==> src/rtl/alu_8bit_if.sv <==
// Operand/opcode request and registered result bundle for the alu_8bit execute unit.
// The master drives operands; the slave (the ALU) returns result and flags.
interface alu_8bit_if #(
    parameter int unsigned WIDTH = 8
);
    logic             in_valid;
    logic [WIDTH-1:0] src_a;
    logic [WIDTH-1:0] src_b;
    logic [2:0]       c;
    logic [WIDTH-1:0] data_out;
    logic             carry;
    logic             zero;
    logic             out_valid;

    modport master (
        output in_valid, src_a, src_b, c,
        input  data_out, carry, zero, out_valid
    );

    modport slave (
        input  in_valid, src_a, src_b, c,
        output data_out, carry, zero, out_valid
    );
endinterface

==> src/rtl/alu_8bit.sv <==
// Eight-operation unsigned integer ALU with a single registered output stage.
// A result is loaded on every valid edge; flags and data hold otherwise.
module alu_8bit #(
    parameter int unsigned WIDTH = 8
) (
    input logic          clk,
    input logic          rst_n,
    alu_8bit_if.slave    bus_io
);
    typedef enum logic [2:0] {
        OpAdd  = 3'b000,
        OpSub  = 3'b001,
        OpAnd  = 3'b010,
        OpOr   = 3'b011,
        OpXor  = 3'b100,
        OpShl  = 3'b101,
        OpShr  = 3'b110,
        OpSltu = 3'b111
    } op_e;

    logic [WIDTH:0]   sum;
    logic [WIDTH:0]   diff;
    logic [WIDTH-1:0] result_d;
    logic             carry_d;
    logic             zero_d;

    logic [WIDTH-1:0] data_q;
    logic             carry_q;
    logic             zero_q;
    logic             valid_q;

    // diff[WIDTH] is the borrow, shared by SUB and SLTU.
    always_comb begin
        sum      = {1'b0, bus_io.src_a} + {1'b0, bus_io.src_b};
        diff     = {1'b0, bus_io.src_a} - {1'b0, bus_io.src_b};
        result_d = '0;
        carry_d  = 1'b0;
        unique case (op_e'(bus_io.c))
            OpAdd: begin
                result_d = sum[WIDTH-1:0];
                carry_d  = sum[WIDTH];
            end
            OpSub: begin
                result_d = diff[WIDTH-1:0];
                carry_d  = diff[WIDTH];
            end
            OpAnd:  result_d = bus_io.src_a & bus_io.src_b;
            OpOr:   result_d = bus_io.src_a | bus_io.src_b;
            OpXor:  result_d = bus_io.src_a ^ bus_io.src_b;
            OpShl:  result_d = bus_io.src_a << bus_io.src_b[2:0];
            OpShr:  result_d = bus_io.src_a >> bus_io.src_b[2:0];
            OpSltu: result_d = {{(WIDTH-1){1'b0}}, diff[WIDTH]};
        endcase
        zero_d = (result_d == '0);
    end

    always_ff @(posedge clk or negedge rst_n) begin
        if (!rst_n) begin
            data_q  <= '0;
            carry_q <= 1'b0;
            zero_q  <= 1'b0;
            valid_q <= 1'b0;
        end else begin
            valid_q <= bus_io.in_valid;
            if (bus_io.in_valid) begin
                data_q  <= result_d;
                carry_q <= carry_d;
                zero_q  <= zero_d;
            end
        end
    end

    assign bus_io.data_out  = data_q;
    assign bus_io.carry     = carry_q;
    assign bus_io.zero      = zero_q;
    assign bus_io.out_valid = valid_q;
endmodule

==> src/flat_wrapper.sv <==
// flat-port wrapper written by rule: the top's interface ports become plain ports
module alu_8bit_flat 
#(
    parameter int unsigned WIDTH = 8
)
  (clk, rst_n, bus_io_in_valid, bus_io_src_a, bus_io_src_b, bus_io_c, bus_io_data_out, bus_io_carry, bus_io_zero, bus_io_out_valid);
  alu_8bit_if #(.WIDTH(WIDTH)) bus_io_i ();
  input logic clk;
  input logic rst_n;
  input wire logic [$bits(bus_io_i.in_valid)-1:0] bus_io_in_valid;
  input wire logic [$bits(bus_io_i.src_a)-1:0] bus_io_src_a;
  input wire logic [$bits(bus_io_i.src_b)-1:0] bus_io_src_b;
  input wire logic [$bits(bus_io_i.c)-1:0] bus_io_c;
  output wire logic [$bits(bus_io_i.data_out)-1:0] bus_io_data_out;
  output wire logic [$bits(bus_io_i.carry)-1:0] bus_io_carry;
  output wire logic [$bits(bus_io_i.zero)-1:0] bus_io_zero;
  output wire logic [$bits(bus_io_i.out_valid)-1:0] bus_io_out_valid;
  assign bus_io_i.in_valid = bus_io_in_valid;
  assign bus_io_i.src_a = bus_io_src_a;
  assign bus_io_i.src_b = bus_io_src_b;
  assign bus_io_i.c = bus_io_c;
  assign bus_io_data_out = bus_io_i.data_out;
  assign bus_io_carry = bus_io_i.carry;
  assign bus_io_zero = bus_io_i.zero;
  assign bus_io_out_valid = bus_io_i.out_valid;
  alu_8bit #(.WIDTH(WIDTH)) u_core (.clk(clk), .rst_n(rst_n), .bus_io(bus_io_i));
endmodule
==> config.mk <==
export PLATFORM = sky130hd
export DESIGN_NAME = alu_8bit_flat
export DESIGN_NICKNAME = d
export VERILOG_FILES = /design/src/rtl/alu_8bit_if.sv /design/src/rtl/alu_8bit.sv /design/src/flat_wrapper.sv
export SDC_FILE = /design/constraint.sdc
export NUM_CORES = 1
export LEC_CHECK = 0
export ABC_AREA = 1
export CAP_MARGIN = 20
export CORE_UTILIZATION = 40
export CTS_BUF_LIST = sky130_fd_sc_hd__clkbuf_4 sky130_fd_sc_hd__clkbuf_8 sky130_fd_sc_hd__clkbuf_16
export DETAILED_ROUTE_END_ITERATION = 8
export MAX_ROUTING_LAYER = met4
export PLACE_DENSITY_LB_ADDON = 0.3
export SKIP_CTS_REPAIR_TIMING = 1
export SYNTH_ARGS = -nofsm -noshare
export SYNTH_HDL_FRONTEND = slang
export SYNTH_SLANG_ARGS = --single-unit
==> constraint.sdc <==
create_clock -name clk -period 0.8 [get_ports clk]
set_input_delay 0.12 -clock clk [delete_from_list [all_inputs] [get_ports clk]]
set_output_delay 0.12 -clock clk [all_outputs]
set_load 0.05 [all_outputs]
==> flow_summary.ini <==
[die]
core_area_um2 = 5238
fp-row-count = 26
ios = 33
die_area_um2 = 5883
start_util_pct = 42.62
die_width_um = 76.70
die-height_um = 76.70

[clock_network]
clk_pin_slew_ps = 50
cts_root_buffer = clkbuf_8
cts_sinks = 11
cts_max_path_buffers = 2
h-tree-depth = 1
clkLatencyLatePin_ps = 240
tritoncts = done
cts_buffers = 3

[worst_hold_path]
min_path_type = in2async

[critical_path]
ff2ff_setup_slack_ps = -60
crit_slowest_cell = fa_2
crit_chain = buf_8 -> buf_6 -> inv_12 -> ha_4 -> fa_2 -> inv_2 -> buf_4 -> nand3_2 -> nand3_2 -> nand2_1 -> nand3_1 -> nand2_1 -> nand2_1 -> nand2_1 -> nor2_1 -> nand2_1 -> nand2_1
slowest_delay_ps = 370
crit_arrival_ps = 1790
rr_endpoint = u_core.bus_io.data_out[0]
cp.required_ps = 980
cpMostUsedCell = nand2_1
setup.worst_path.start = bus_io_src_a[0]
worstRegToRegCells = 3
critPathMaxFanout = 3
reg2reg_from = u_core.bus_io.data_out[0]
endpoint = u_core.bus_io.zero
crit_path_start_kind = input pin
endpoint_kind = flop
crit_type = in2reg

[logic_synthesis]
synth_common_cells = 123 x nand2_1, 75 x nand3_1, 50 x inv_1, 32 x nor2_1, 25 x ha_1
async_flop_share_pct = 100.0
syn_area_um2 = 2232
syn_avg_cell_area_um2 = 5.723
synth_fp_nets = 439
yosys_warnings = 0
synth-seq-cells = 11
synth_ff_type = dfrtp_1
synth-edff-count = 0
synth_most_common_cell = nand2_1
synth_cell_types = 31
synth_top_area_cell = nand2_1
synth_top_area_share_pct = 20.68
synth_cells = 390
synth-seq-area-share_pct = 12.33
yosys-top-cells-area = nand2_1 21%, nand3_1 17%, ha_1 14%, dfrtp_1 12%, inv_1 8.4%

[detailed_routing]
drt_iter0_drc = 283
dr.pass1.iters = 5
totalWireLength_um = 8695
vias_per_cell = 5.413
drc_errors = 0
wl_per_cell_um = 15.23
dr_total_vias = 3091
final_antenna_net_count = 0

[global_routing]
busiest_layer = met2
met1_usage_pct = 35.82
use_met3_pct = 1.190
grt_pass1_wl_um = 12740
grt_remaining_overflow = 0
antenna_found_initial = 0
track_usage_pct = 27.99
grt_pass1_vias = 2701
grt_use_met2_pct = 47.32
grt_max_degree = 14

[cells_and_area]
drive_above_1_share_pct = 44.51
stdcell_area_um2 = 3869
nFillCells = 393
nets = 551
area_delta_synth_final_pct = 73.32
final_util_pct = 73.87
final_cell_count_no_fill = 571
diodes = 0

[timing]
finalCriticalPeriod_ps = 1607
max_freq_ghz = 0.6224
fin_tns_setup_ps = -7646
setup_slack_ps = -806.6
clock_skew_ps = 0
hold_ws_ps = 206.8
worstMarginPinSlew_ps = 378.3
report.final.slew_viol_count = 0
grt_setup_unrepaired = yes
relSlewSlack_pct = 74.75
hold_viol = 0
finalCritPeriodShare_pct = 200.8
setup_viol = 21

[power]
power.leakage_nw = 2.005
power.density_nw_per_um2 = 1045
fin_total_pwr_mw = 4.043
ir_worst_vdd_mv = 0.8941

[place]
placed_area_um2 = 3393
post-dp-hpwl_um = 6633
portBuffers = 32
place.gp.congestion = 1.002
dpl_worst_slack_ps = -1455
dpl.cell_count = 559

[status]
status = finished, violations left
violations = negative setup slack

[flow_run]
max_cap_violations = 0
[layer usage]
layer  part of all wire, %  routed length (um)
met3                   6.2                 538
met1                    41                3526
met4                   3.1                 267
met5                     0                   0
met2                    50                4363
[cells by family (layout without fill, tap and decap cells)]
group	after synthesis	in the layout	share of synthesized area [%]
adder cells (fa/ha/maj)	27	27	15.81
flip-flops	11	11	12.33
XOR/XNOR	2	2	0.7849
buffers and inverters	68	179	13.68
AND/OR/NAND/NOR	256	256	51.12
AO/OA/AOI/OAI	26	26	6.279
[state kept, by name, indices dropped and copies added, names as in the netlist]
name	count
u_core.bus_io.out_valid	1
u_core.bus_io.zero	1
u_core.bus_io.carry	1
u_core.bus_io.data_out	8
[cell usage in the layout (no fill, tap or decap), types with 12 or more instances in the layout]
master / netlist / routed
buf_12: 0 / 13
nand4_1: 12 / 12
nor2_1: 32 / 20
inv_1: 50 / 26
nand3_2: 1 / 15
buf_4: 2 / 77
nand2_1: 123 / 108
inv_2: 3 / 21
nand3_1: 75 / 59
[worst min-delay path by stage]
stage / from / endpoint / slack (ps) / depth (start not counted)
floorplan: rst_n / u_core.bus_io.carry / -180 / 0
global placement: rst_n / u_core.bus_io.out_valid / 460 / 2
global route: rst_n / u_core.bus_io.carry / 220 / 2
finish: rst_n / u_core.bus_io.carry / 210 / 2
detailed placement: rst_n / u_core.bus_io.carry / 460 / 2
CTS: rst_n / u_core.bus_io.carry / 220 / 2
[worst max-delay path: cells and delay by family]
family / cells / cell delay [ps]
buf+inv: 5 / 430
simple gates: 10 / 710
fa+ha+maj: 2 / 520
[report_power, final]
part           internal, mW  switching [mW]  total (mW)
registers             0.630          0.0773       0.707
logic                  1.28            1.47        2.74
clock network         0.384           0.209       0.593
total                  2.29            1.75        4.04
[final cells by class]
cell class | instances | area [um^2] | share of cell area (%)
Clock buffer | 4 | 48.80 | 1.261
Inverter | 55 | 239.0 | 6.177
Multi-Input combinational cell | 311 | 2067 | 53.43
Sequential cell | 11 | 275.3 | 7.115
Tap cell | 70 | 87.58 | 2.264
Timing Repair Buffer | 120 | 1151 | 29.75
Power figures use the tool's default switching activity.
